$ cat config.mk
export PLATFORM = sky130hd
export DESIGN_NAME = dot_product_engine_flat
export DESIGN_NICKNAME = d
export VERILOG_FILES = /design/src/rtl/dot_product_pkg.sv /design/src/rtl/dot_product_engine_if.sv /design/src/rtl/dp_bank.sv /design/src/rtl/dot_product_engine.sv /design/src/flat_wrapper.sv
export SDC_FILE = /design/constraint.sdc
export NUM_CORES = 1
export LEC_CHECK = 0
export CORE_MARGIN = 2
export CORE_UTILIZATION = 55
export DETAILED_ROUTE_END_ITERATION = 8
export GPL_ROUTABILITY_DRIVEN = 0
export PLACE_DENSITY = 0.75
export REMOVE_ABC_BUFFERS = 1
export SLEW_MARGIN = 15
export SYNTH_ARGS = -nofsm -noshare
export SYNTH_HDL_FRONTEND = slang
export SYNTH_SLANG_ARGS = --single-unit
$ cat constraint.sdc
create_clock -name clk -period 4.6 [get_ports clk]
set_clock_uncertainty 0.1 [all_clocks]
set_input_delay 1.15 -clock clk [delete_from_list [all_inputs] [get_ports clk]]
set_output_delay 1.15 -clock clk [all_outputs]
set_load 0.02 [all_outputs]
$ cat src/rtl/dot_product_pkg.sv
// -----------------------------------------------------------------------------
// dot_product_pkg
// Shared definitions for the dot-product engine: FSM state encoding, the
// pipeline depth, and a small constant helper used when sizing datapaths.
// No ports.
// -----------------------------------------------------------------------------
package dot_product_pkg;

    typedef enum logic [1:0] {
        ST_IDLE  = 2'd0,
        ST_RUN   = 2'd1,
        ST_DRAIN = 2'd2,
        ST_DONE  = 2'd3
    } dp_state_t;

    // bank read -> lane products -> lane sum -> accumulator
    localparam int PIPE = 4;

    function automatic int max_int(input int a, input int b);
        return (a > b) ? a : b;
    endfunction

endpackage

$ cat src/rtl/dot_product_engine_if.sv
// -----------------------------------------------------------------------------
// dot_product_engine_if
// Bundles the load, command and status signals of the dot-product engine.
//   master : drives load_en/load_addr/load_a/load_b, start/len/acc_mode/acc_init;
//            observes busy/done/result/overflow/state
//   slave  : the engine side (directions reversed)
// -----------------------------------------------------------------------------
interface dot_product_engine_if
    import dot_product_pkg::*;
#(
    parameter int ADDR_W = 4,
    parameter int LANES  = 2,
    parameter int DW_IN  = 8,
    parameter int DW_OUT = 16
) ();

    logic                     load_en;
    logic [ADDR_W-1:0]        load_addr;
    logic [LANES*DW_IN-1:0]   load_a;
    logic [LANES*DW_IN-1:0]   load_b;
    logic                     start;
    logic [ADDR_W:0]          len;
    logic                     acc_mode;
    logic [DW_OUT-1:0]        acc_init;
    logic                     busy;
    logic                     done;
    logic [DW_OUT-1:0]        result;
    logic                     overflow;
    dp_state_t                state;

    modport master (
        output load_en, load_addr, load_a, load_b, start, len, acc_mode, acc_init,
        input  busy, done, result, overflow, state
    );

    modport slave (
        input  load_en, load_addr, load_a, load_b, start, len, acc_mode, acc_init,
        output busy, done, result, overflow, state
    );

endinterface

$ cat src/rtl/dp_bank.sv
// -----------------------------------------------------------------------------
// dp_bank
// One operand bank: simple dual-port RAM, one write port and one synchronous
// read port with a single cycle of read latency. Contents are never reset.
//   clk     : rising-edge clock
//   we      : write enable
//   wr_addr : write word address
//   wr_data : write word
//   rd_addr : read word address
//   rd_data : registered read word (valid one cycle after rd_addr)
// -----------------------------------------------------------------------------
module dp_bank #(
    parameter int ADDR_W = 4,
    parameter int WIDTH  = 16
) (
    input  logic              clk,
    input  logic              we,
    input  logic [ADDR_W-1:0] wr_addr,
    input  logic [WIDTH-1:0]  wr_data,
    input  logic [ADDR_W-1:0] rd_addr,
    output logic [WIDTH-1:0]  rd_data
);

    logic [WIDTH-1:0] mem [2**ADDR_W];

    always_ff @(posedge clk) begin
        if (we) begin
            mem[wr_addr] <= wr_data;
        end
        rd_data <= mem[rd_addr];
    end

endmodule

$ cat src/rtl/dot_product_engine.sv
// -----------------------------------------------------------------------------
// dot_product_engine
// Streams len words from two operand banks through a 4-stage pipeline
// (bank read, per-lane products, lane sum, saturating accumulate) and reports
// the saturated dot product.
//   clk   : rising-edge clock
//   rst_n : asynchronous active-low reset (banks are not cleared)
//   bus   : dot_product_engine_if.slave -- load port, start/len/acc_mode/
//           acc_init command, busy/done/result/overflow/state status
// -----------------------------------------------------------------------------
module dot_product_engine
    import dot_product_pkg::*;
#(
    parameter int ADDR_W = 4,
    parameter int LANES  = 2,
    parameter int DW_IN  = 8,
    parameter int DW_OUT = 16,
    parameter bit SIGNED = 1'b0
) (
    input  logic                 clk,
    input  logic                 rst_n,
    dot_product_engine_if.slave  bus
);

    localparam int DEPTH  = 1 << ADDR_W;
    localparam int WORD_W = LANES * DW_IN;
    localparam int PW     = 2 * DW_IN;
    localparam int SW     = PW + $clog2(LANES);
    localparam int AW     = max_int(DW_OUT, SW) + 2;   // headroom so acc+sum never wraps
    localparam int CW     = ADDR_W + 2;

    localparam logic [ADDR_W:0]        LEN_DEPTH = (ADDR_W+1)'(DEPTH);
    localparam logic signed [AW-1:0]   SAT_MAX   = SIGNED ? AW'({1'b0, {(DW_OUT-1){1'b1}}})
                                                          : AW'({DW_OUT{1'b1}});
    localparam logic signed [AW-1:0]   SAT_MIN   = SIGNED ? ~AW'({1'b0, {(DW_OUT-1){1'b1}}})
                                                          : '0;

    dp_state_t           state_reg, state_next;
    logic [ADDR_W:0]     remaining_reg;
    logic [ADDR_W-1:0]   rd_addr_reg;
    logic [CW-1:0]       cnt_reg;
    logic [ADDR_W:0]     len_c;
    logic                busy, accept, issue;

    logic [WORD_W-1:0]   a_word, b_word;
    logic                v1_reg, v2_reg, v3_reg;
    logic [PW-1:0]       prod_next [LANES];
    logic [PW-1:0]       prod_reg  [LANES];
    logic [SW-1:0]       sum_next, sum_reg;

    logic signed [AW-1:0] acc_ext, sum_ext, acc_sum;
    logic [DW_OUT-1:0]   acc_sat, acc_reg, result_reg;
    logic                clamp, overflow_reg;

    assign busy   = (state_reg == ST_RUN) || (state_reg == ST_DRAIN);
    assign accept = (state_reg == ST_IDLE) && bus.start;
    assign issue  = (state_reg == ST_RUN) && (remaining_reg != '0);
    assign len_c  = (bus.len > LEN_DEPTH) ? LEN_DEPTH : bus.len;

    dp_bank #(.ADDR_W(ADDR_W), .WIDTH(WORD_W)) bank_a (
        .clk(clk), .we(bus.load_en && !busy), .wr_addr(bus.load_addr),
        .wr_data(bus.load_a), .rd_addr(rd_addr_reg), .rd_data(a_word)
    );

    dp_bank #(.ADDR_W(ADDR_W), .WIDTH(WORD_W)) bank_b (
        .clk(clk), .we(bus.load_en && !busy), .wr_addr(bus.load_addr),
        .wr_data(bus.load_b), .rd_addr(rd_addr_reg), .rd_data(b_word)
    );

    // ---------------------------------------------------------------- FSM
    always_comb begin
        state_next = state_reg;
        unique case (state_reg)
            ST_IDLE:  if (bus.start) state_next = ST_RUN;
            ST_RUN:   if (remaining_reg <= (ADDR_W+1)'(1)) state_next = ST_DRAIN;
            ST_DRAIN: if (cnt_reg == '0) state_next = ST_DONE;
            ST_DONE:  state_next = ST_IDLE;
            default:  state_next = ST_IDLE;
        endcase
    end

    // cnt_reg counts down the whole operation (len + PIPE - 1 cycles after
    // acceptance). For len>0 it reaches zero exactly as the pipeline empties;
    // for len=0 it keeps the fixed PIPE-cycle latency.
    always_ff @(posedge clk or negedge rst_n) begin
        if (!rst_n) begin
            state_reg     <= ST_IDLE;
            remaining_reg <= '0;
            rd_addr_reg   <= '0;
            cnt_reg       <= '0;
        end else begin
            state_reg <= state_next;
            if (accept) begin
                remaining_reg <= len_c;
                rd_addr_reg   <= '0;
                cnt_reg       <= CW'(len_c) + CW'(PIPE - 1);
            end else begin
                if (issue) begin
                    remaining_reg <= remaining_reg - (ADDR_W+1)'(1);
                    rd_addr_reg   <= rd_addr_reg + ADDR_W'(1);
                end
                if (busy && cnt_reg != '0) begin
                    cnt_reg <= cnt_reg - CW'(1);
                end
            end
        end
    end

    // ---------------------------------------------------------- datapath
    genvar gi;
    generate
        for (gi = 0; gi < LANES; gi++) begin : g_lane
            logic [DW_IN-1:0] a_el, b_el;
            logic [PW-1:0]    a_ext, b_ext;
            assign a_el = a_word[gi*DW_IN +: DW_IN];
            assign b_el = b_word[gi*DW_IN +: DW_IN];
            if (SIGNED) begin : g_sext
                assign a_ext = PW'($signed(a_el));
                assign b_ext = PW'($signed(b_el));
            end else begin : g_zext
                assign a_ext = PW'(a_el);
                assign b_ext = PW'(b_el);
            end
            // low PW bits of the extended product are exact in both modes
            assign prod_next[gi] = a_ext * b_ext;
        end
    endgenerate

    always_comb begin
        sum_next = '0;
        for (int k = 0; k < LANES; k++) begin
            if (SIGNED) sum_next = sum_next + SW'($signed(prod_reg[k]));
            else        sum_next = sum_next + SW'(prod_reg[k]);
        end
    end

    always_comb begin
        if (SIGNED) begin
            acc_ext = AW'($signed(acc_reg));
            sum_ext = AW'($signed(sum_reg));
        end else begin
            acc_ext = AW'(acc_reg);
            sum_ext = AW'(sum_reg);
        end
        acc_sum = acc_ext + sum_ext;
        clamp   = 1'b0;
        acc_sat = acc_sum[DW_OUT-1:0];
        if (acc_sum > SAT_MAX) begin
            acc_sat = SAT_MAX[DW_OUT-1:0];
            clamp   = 1'b1;
        end else if (acc_sum < SAT_MIN) begin
            acc_sat = SAT_MIN[DW_OUT-1:0];
            clamp   = 1'b1;
        end
    end

    always_ff @(posedge clk or negedge rst_n) begin
        if (!rst_n) begin
            v1_reg       <= 1'b0;
            v2_reg       <= 1'b0;
            v3_reg       <= 1'b0;
            sum_reg      <= '0;
            acc_reg      <= '0;
            overflow_reg <= 1'b0;
            result_reg   <= '0;
            for (int k = 0; k < LANES; k++) prod_reg[k] <= '0;
        end else begin
            v1_reg  <= issue;
            v2_reg  <= v1_reg;
            v3_reg  <= v2_reg;
            sum_reg <= sum_next;
            for (int k = 0; k < LANES; k++) prod_reg[k] <= prod_next[k];
            if (accept) begin
                acc_reg      <= bus.acc_mode ? bus.acc_init : '0;
                overflow_reg <= 1'b0;
            end else if (v3_reg && !overflow_reg) begin
                // once clamped the accumulator is frozen at the limit
                acc_reg <= acc_sat;
                if (clamp) overflow_reg <= 1'b1;
            end
            if (state_reg == ST_DRAIN && cnt_reg == '0) begin
                result_reg <= acc_reg;
            end
        end
    end

    assign bus.busy     = busy;
    assign bus.done     = (state_reg == ST_DONE);
    assign bus.result   = result_reg;
    assign bus.overflow = overflow_reg;
    assign bus.state    = state_reg;

endmodule

$ cat src/flat_wrapper.sv
// flat-port wrapper written by rule: the top's interface ports become plain ports
module dot_product_engine_flat import dot_product_pkg::*;
#(
    parameter int ADDR_W = 4,
    parameter int LANES  = 2,
    parameter int DW_IN  = 8,
    parameter int DW_OUT = 16,
    parameter bit SIGNED = 1'b0
)
  (clk, rst_n, bus_load_en, bus_load_addr, bus_load_a, bus_load_b, bus_start, bus_len, bus_acc_mode, bus_acc_init, bus_busy, bus_done, bus_result, bus_overflow, bus_state);
  dot_product_engine_if #(.ADDR_W(ADDR_W), .LANES(LANES), .DW_IN(DW_IN), .DW_OUT(DW_OUT)) bus_i ();
  input  logic clk;
  input  logic rst_n;
  input wire logic [$bits(bus_i.load_en)-1:0] bus_load_en;
  input wire logic [$bits(bus_i.load_addr)-1:0] bus_load_addr;
  input wire logic [$bits(bus_i.load_a)-1:0] bus_load_a;
  input wire logic [$bits(bus_i.load_b)-1:0] bus_load_b;
  input wire logic [$bits(bus_i.start)-1:0] bus_start;
  input wire logic [$bits(bus_i.len)-1:0] bus_len;
  input wire logic [$bits(bus_i.acc_mode)-1:0] bus_acc_mode;
  input wire logic [$bits(bus_i.acc_init)-1:0] bus_acc_init;
  output wire logic [$bits(bus_i.busy)-1:0] bus_busy;
  output wire logic [$bits(bus_i.done)-1:0] bus_done;
  output wire logic [$bits(bus_i.result)-1:0] bus_result;
  output wire logic [$bits(bus_i.overflow)-1:0] bus_overflow;
  output wire logic [$bits(bus_i.state)-1:0] bus_state;
  assign bus_i.load_en = bus_load_en;
  assign bus_i.load_addr = bus_load_addr;
  assign bus_i.load_a = bus_load_a;
  assign bus_i.load_b = bus_load_b;
  assign bus_i.start = bus_start;
  assign bus_i.len = bus_len;
  assign bus_i.acc_mode = bus_acc_mode;
  assign bus_i.acc_init = bus_acc_init;
  assign bus_busy = bus_i.busy;
  assign bus_done = bus_i.done;
  assign bus_result = bus_i.result;
  assign bus_overflow = bus_i.overflow;
  assign bus_state = bus_i.state;
  dot_product_engine #(.ADDR_W(ADDR_W), .LANES(LANES), .DW_IN(DW_IN), .DW_OUT(DW_OUT), .SIGNED(SIGNED)) u_core (.clk(clk), .rst_n(rst_n), .bus(bus_i));
endmodule
# --- Yosys cells after proc, flatten, opt, wreduce, memory -nomap -nowiden ---
# Memories as Yosys holds them, arrays and structs flattened. A register that Yosys moved wholly into a read port is not among the register bits.
# Cells that the tools add are included.
totals:
  register_bits: 102
  mem_bits_rw: 512
  mem_count: 2
  out_inout_bits: 21
  wordCells: 75
op_classes:
  reduce_logical: 19
  n_lt_le_gt_ge: 4
  mul: 2
  addsub: 6
  n_eq_ne: 6
  muxes: 23
memory_table:
  columns: ["memory", "words", "word_bits", "read_ports", "rd_ports_with_merged_regs", "write_ports", "line", "source"]
  rows:
  - ["u_core.bank_a.mem", 16, 16, 1, 1, 1, "dp_bank.sv:24", "logic [WIDTH-1:0] mem [2**ADDR_W];"]
  - ["u_core.bank_b.mem", 16, 16, 1, 1, 1, "dp_bank.sv:24", null]
ops:
  columns: ["cell", "n"]
  rows:
  - ["$mux 16", 5]
  - ["$mul 8x8->16", 2]
  - ["$gt 19x17->1 const B", 1]
  - ["$lt 19x1->1 const B", 1]
  - ["$add 16x17->18", 1]
  - ["$add 16x16->17", 1]
  - ["$mux 5", 3]
  - ["$mux 6", 2]
  - ["$mux 4", 2]
  - ["$pmux 2 s4", 1]
  - ["$reduce_bool 2->1", 4]
  - ["$mux 1", 7]
  - ["$add 5x2->6 const B", 1]
  - ["$logic_and 1x1->1", 6]
  - ["$logic_not 6->1", 1]
  - ["$mux 2", 3]
  - ["$ne 2x2->1 const B", 3]
  - ["$reduce_bool 6->1", 1]
  - ["$sub 6x1->6 const B", 1]
  - ["$gt 5x5->1 const B", 1]
  - ["$le 5x1->1 const B", 1]
  - ["$reduce_bool 5->1", 1]
  - ["$sub 5x1->5 const B", 1]
  - ["$add 4x1->4 const B", 1]
  - ["7 further kinds", 9]

# --- Depth between registers and ports, before layout ---
logic_depth:
  word_depth: 7
  ltp_mapped: 17

# --- Modules after synthesis ---
# Synthesis repeated with hierarchy kept, for this count alone.
hier_totals:
  cells_unflattened: 1796
  hier_area_um2: 29328.1
by_module_without_submodules:
  columns: ["module", "seq_area_each_um2", "area_each_um2", "cells_each", "n_inst"]
  rows:
  - ["dp_bank", 8007.7, 10043.4, 432, 2]
  - ["dot_product_engine", 2552.4, 9241.4, 932, 1]

# --- Worst setup path after synthesis ---
# Ideal clock, no wire load.
synth_path:
  path_kind: "register to register"
  from: "register u_core.state_reg[0] (netlist: u_core.bus.state[0])"
  to: "memory u_core.bank_a.mem[2][0], enable pin"
  synth_period_minus_slack_ns: 4.512
  required_ns: 4.039
  setup_slack_ns: 0.088
  path_buffers: 0
  path_stages_with_launch: 6
  setup_ns: 0.461
  arrival_ns: 3.951
  path_cell_list: "dfrtp_1 inv_1 ha_1 nand2b_1 or3b_2 nor3_1"
synth_via:
  elab_chain_len: 6
  word_cells_on_any_way: 7
  cone_classes: "2 x eq/ne; 2 x mux; 3 x reduce/logical"
synth_lines:
  columns: ["item", "line", "source"]
  rows:
  - ["from (decl)", "dot_product_engine.sv:38", "dp_state_t state_reg, state_next;"]
  - ["from (signal assigned)", "dot_product_engine.sv:92", "state_reg <= state_next;"]
  - ["$eq 2x1->1 or $eq 2x2->1 (tied branches)", "dot_product_engine.sv:55", "assign busy = (state_reg == ST_RUN) || (state_reg == ST_DRAIN);"]
  - ["$logic_or 1x1->1 (*)", "dot_product_engine.sv:55", null]
  - ["net bus_busy", "flat_wrapper.sv:22", "output wire logic [$bits(bus_i.busy)-1:0] bus_busy;"]
  - ["$logic_not 1->1 (*)", "dot_product_engine.sv:61", ".clk(clk), .we(bus.load_en && !busy), .wr_addr(bus.load_addr),"]
  - ["$logic_and 1x1->1 (*)", "dot_product_engine.sv:61", null]
  - ["$mux 1 (*)", "dp_bank.sv:27", "if (we) begin"]
  - ["$mux 1 (not written as such) (*)", "dp_bank.sv:28", "mem[wr_addr] <= wr_data;"]
  - ["to (decl)", "dp_bank.sv:24", null]
# Mark *: on every way through the listed nets, which the timed path passes. The rest lies on a longest branch.

==> flow_summary_export.csv <==
group,metric,value,unit
logic_synthesis,synth_top_area_cell,"edfxtp_1",
final_layout,layout-drive-gt1-share,0.130,
floorplanning,fp.dieW,236,um
timing,fmax,0.226,GHz
power_and_ir_drop,vdd_drop_max,420,uV
critical_path,crit_type,"reg2reg",
placement,placedInstanceArea,31500,um2
clock_tree,cts_htree_levels,3,
clock_tree,cts_tree,"done",
critical_path,cp_max_fo,8,
logic_synthesis,yosysMostFrequentCell,"edfxtp_1",
grt,grt_pass1_vias,17471,
clock_tree,clkSlewWorstSetupHoldPaths,60,ps
timing,hold_violations,0,
logic_synthesis,synthFlopType,"edfxtp_1",
logic_synthesis,netlist.area_leader.share,0.519,
route,wl_per_cell,21.9,um
logic_synthesis,ys_seq_area_frac,0.627,
grt,met3_usage,0.0407,
outcome,status,"finished clean",
run,drv_cap,0,
final_layout,area_growth,13.7,%
timing,rsz0062_at_grt,"no",
min_path,min_path_type,"reg2reg",
grt,antenna_found_initial,6,
logic_synthesis,synth_common_cells,"512 x edfxtp_1, 126 x inv_1, 116 x ha_1",
floorplanning,start_util,0.554,
grt,busiest_layer,"met2",
floorplanning,row_count,85,
logic_synthesis,ys_ff_latch,646,
final_layout,nets,2347,
power_and_ir_drop,power_density,350,nW/um2
clock_tree,clockRootBuffer,"clkbuf_16",
route,drt_first_pass_iters,5,
grt,grt_max_degree,77,
logic_synthesis,synth_edf_count,512,
logic_synthesis,synth_cells,1971,
route,drt-total-wl,62100,um
floorplanning,coreArea,53500,um2
route,drtAntennaViolNets,0,
clock_tree,numCtsBuffers,68,
logic_synthesis,syn_area,29600,um2
timing,whs,247,ps
route,drc_errors,0,
logic_synthesis,async_reset_ff_frac,0.158,
clock_tree,cts.sinks,646,
clock_tree,clkLatencyLatePin,600,ps
logic_synthesis,avgSynthCellArea,15.0,um2
logic_synthesis,yosys_warnings,0,
critical_path,cp-start-kind,"register",
placement,placed_cells,2721,
grt,use_met1,0.285,
grt,grt_use_met2,0.401,
critical_path,worstPathRequired,4960,ps
route,route.vias.total,16607,
timing,setup_viol,0,
route,viasPerCell,5.84,
timing,max_slew_margin,0.324,
timing,period_share,0.962,
placement,io_buffers,82,
grt,overflow,0,
timing,tightest_slew,1010,ps
final_layout,postLayoutCellArea,33700,um2
critical_path,cp-end-kind,"register",
route,drt_iter0_markers,1378,
floorplanning,die_area,55700,um2
floorplanning,io_pins,83,
power_and_ir_drop,leakagePower,13.1,nW
placement,dp_hpwl,37400,um
grt,grt_pass1_wl,97300,um
grt,grt_usage,0.227,
timing,slew_viol_final,0,
timing,fin_crit,4420,ps
final_layout,final_cells,2843,
floorplanning,die_h,236,um
logic_synthesis,synth_cell_types,67,
logic_synthesis,netlist_top_cells_area,"edfxtp_1 52%, dfrtp_1 8.6%, fa_1 5.0%, ha_1 4.9%, mux4_2 4.9%",
critical_path,cp_data_arrival_time,4780,ps
final_layout,fill_cells,3830,
clock_tree,clockBufferDepth,3,
==> per-stage QoR <==
stage / power, W / setup slack (ps) / utilization / setup TNS, ps
6_report: 0.0118 / 177 / 0.629 / 0
5_1_grt: 0.0121 / 16.8 / 0.629 / 0
4_1_cts: 0.0119 / 63.0 / 0.629 / 0
3_5_place_dp: 0.00657 / -47.6 / 0.588 / -47.6
3_3_place_gp: 0.00656 / 153 / 0.588 / 0
2_1_floorplan: 0.00644 / -2940 / - / -103670
==> metal layers <==
layer  wire [um]  share of wire
met1       25100           0.40
met2       32000           0.52
met3        3470          0.056
met4        1530          0.025
met5          14        0.00023
==> repair_timing <==
action,CTS,global route
setup buffers,0,0
pin swaps,0,3
resized for setup,1,5
endpoints found under the setup margin,1,2
hold buffers,0,0
==> where the power goes <==
| part | switching [W] | total (W) | internal, W |
|---|---|---|---|
| clock | 0.00223 | 0.00534 | 0.00311 |
| sequential | 0 | 0.00631 | 0.00631 |
| combinational | 0.0000926 | 0.000142 | 0.0000495 |
| total | 0.00232 | 0.0118 | 0.00946 |
==> worst paths after layout <==
| path | start | endpoint | slack, ps | depth (start not counted) |
|---|---|---|---|---|
| worst max-delay path | u_core.bank_b.rd_data[2]$_DFF_P_ | u_core.prod_reg[31]$_DFF_PN0_ | 180 | 15 |
| worst min-delay path | u_core.v1_reg$_DFF_PN0_ | u_core.v2_reg$_DFF_PN0_ | 250 | 0 |
| worst max register to register | u_core.bank_b.rd_data[2]$_DFF_P_ | u_core.prod_reg[31]$_DFF_PN0_ | 180 | 15 |
| worst min register to register | u_core.v1_reg$_DFF_PN0_ | u_core.v2_reg$_DFF_PN0_ | 250 | 0 |
| max in group asynchronous | rst_n | u_core.acc_reg[13]$_DFFE_PN0P_ | 2880 | 2 |
| min in group asynchronous | rst_n | u_core.acc_reg[2]$_DFFE_PN0P_ | 610 | 1 |
==> logic make-up after synthesis <==
group,count (synthesis),share of synthesized area
mux,208,0.0990
xor+xnor,61,0.0180
compound gates,320,0.0722
fa+ha+maj,190,0.0990
simple gates,354,0.0591
buf+inv,192,0.0257
flops,646,0.627
==> cells in the final DEF (no fill, tap or decap), types with 6 or more instances in the layout <==
cell type and instances:
edfxtp_1 512, inv_1 126, ha_1 115, and2_1 113, mux2i_1 104, dfrtp_1 99, nand2_1 96, o21ai_0 83
a21oi_1 81, clkdlybuf4s50_1 81, fa_1 74, clkbuf_16 69, nor2_1 66, mux4_2 64, mux2_2 40, xnor2_1 37
buf_4 36, a221oi_1 33, a22oi_1 33, dfxtp_1 28, xor2_1 24, clkbuf_1 19, nor3_1 16, a21o_1 13
clkinv_1 13, a211oi_1 12, nor2_4 12, o21a_1 10, nand3_1 10, a211oi_2 10, nand2b_1 7, clkinv_2 7
nor2b_1 6
==> final cells by class <==
| cell class | count | area (um2) | share of cell area |
|---|---|---|---|
| Sequential cell | 646 | 18600 | 0.552 |
| Multi-Input combinational cell | 1133 | 10400 | 0.310 |
| Clock buffer | 90 | 1830 | 0.0542 |
| Timing Repair Buffer | 120 | 1140 | 0.0339 |
| Tap cell | 696 | 871 | 0.0259 |
| Inverter | 126 | 473 | 0.0140 |
| Clock inverter | 31 | 353 | 0.0105 |
| Antenna cell | 1 | 2.50 | 0.0000743 |
==> critical path, cell delays in order, from the launching register on <==
cell and delay [ps]:
dfxtp_2 350, and2_1 170, fa_1 540, inv_1 60, fa_1 530, inv_1 50
fa_1 470, inv_1 50, fa_1 470, inv_1 70, ha_4 230, a21boi_1 160
o41a_1 350, a41o_1 220, o41ai_2 350, xnor2_1 120
Power figures use the tool's default switching activity.
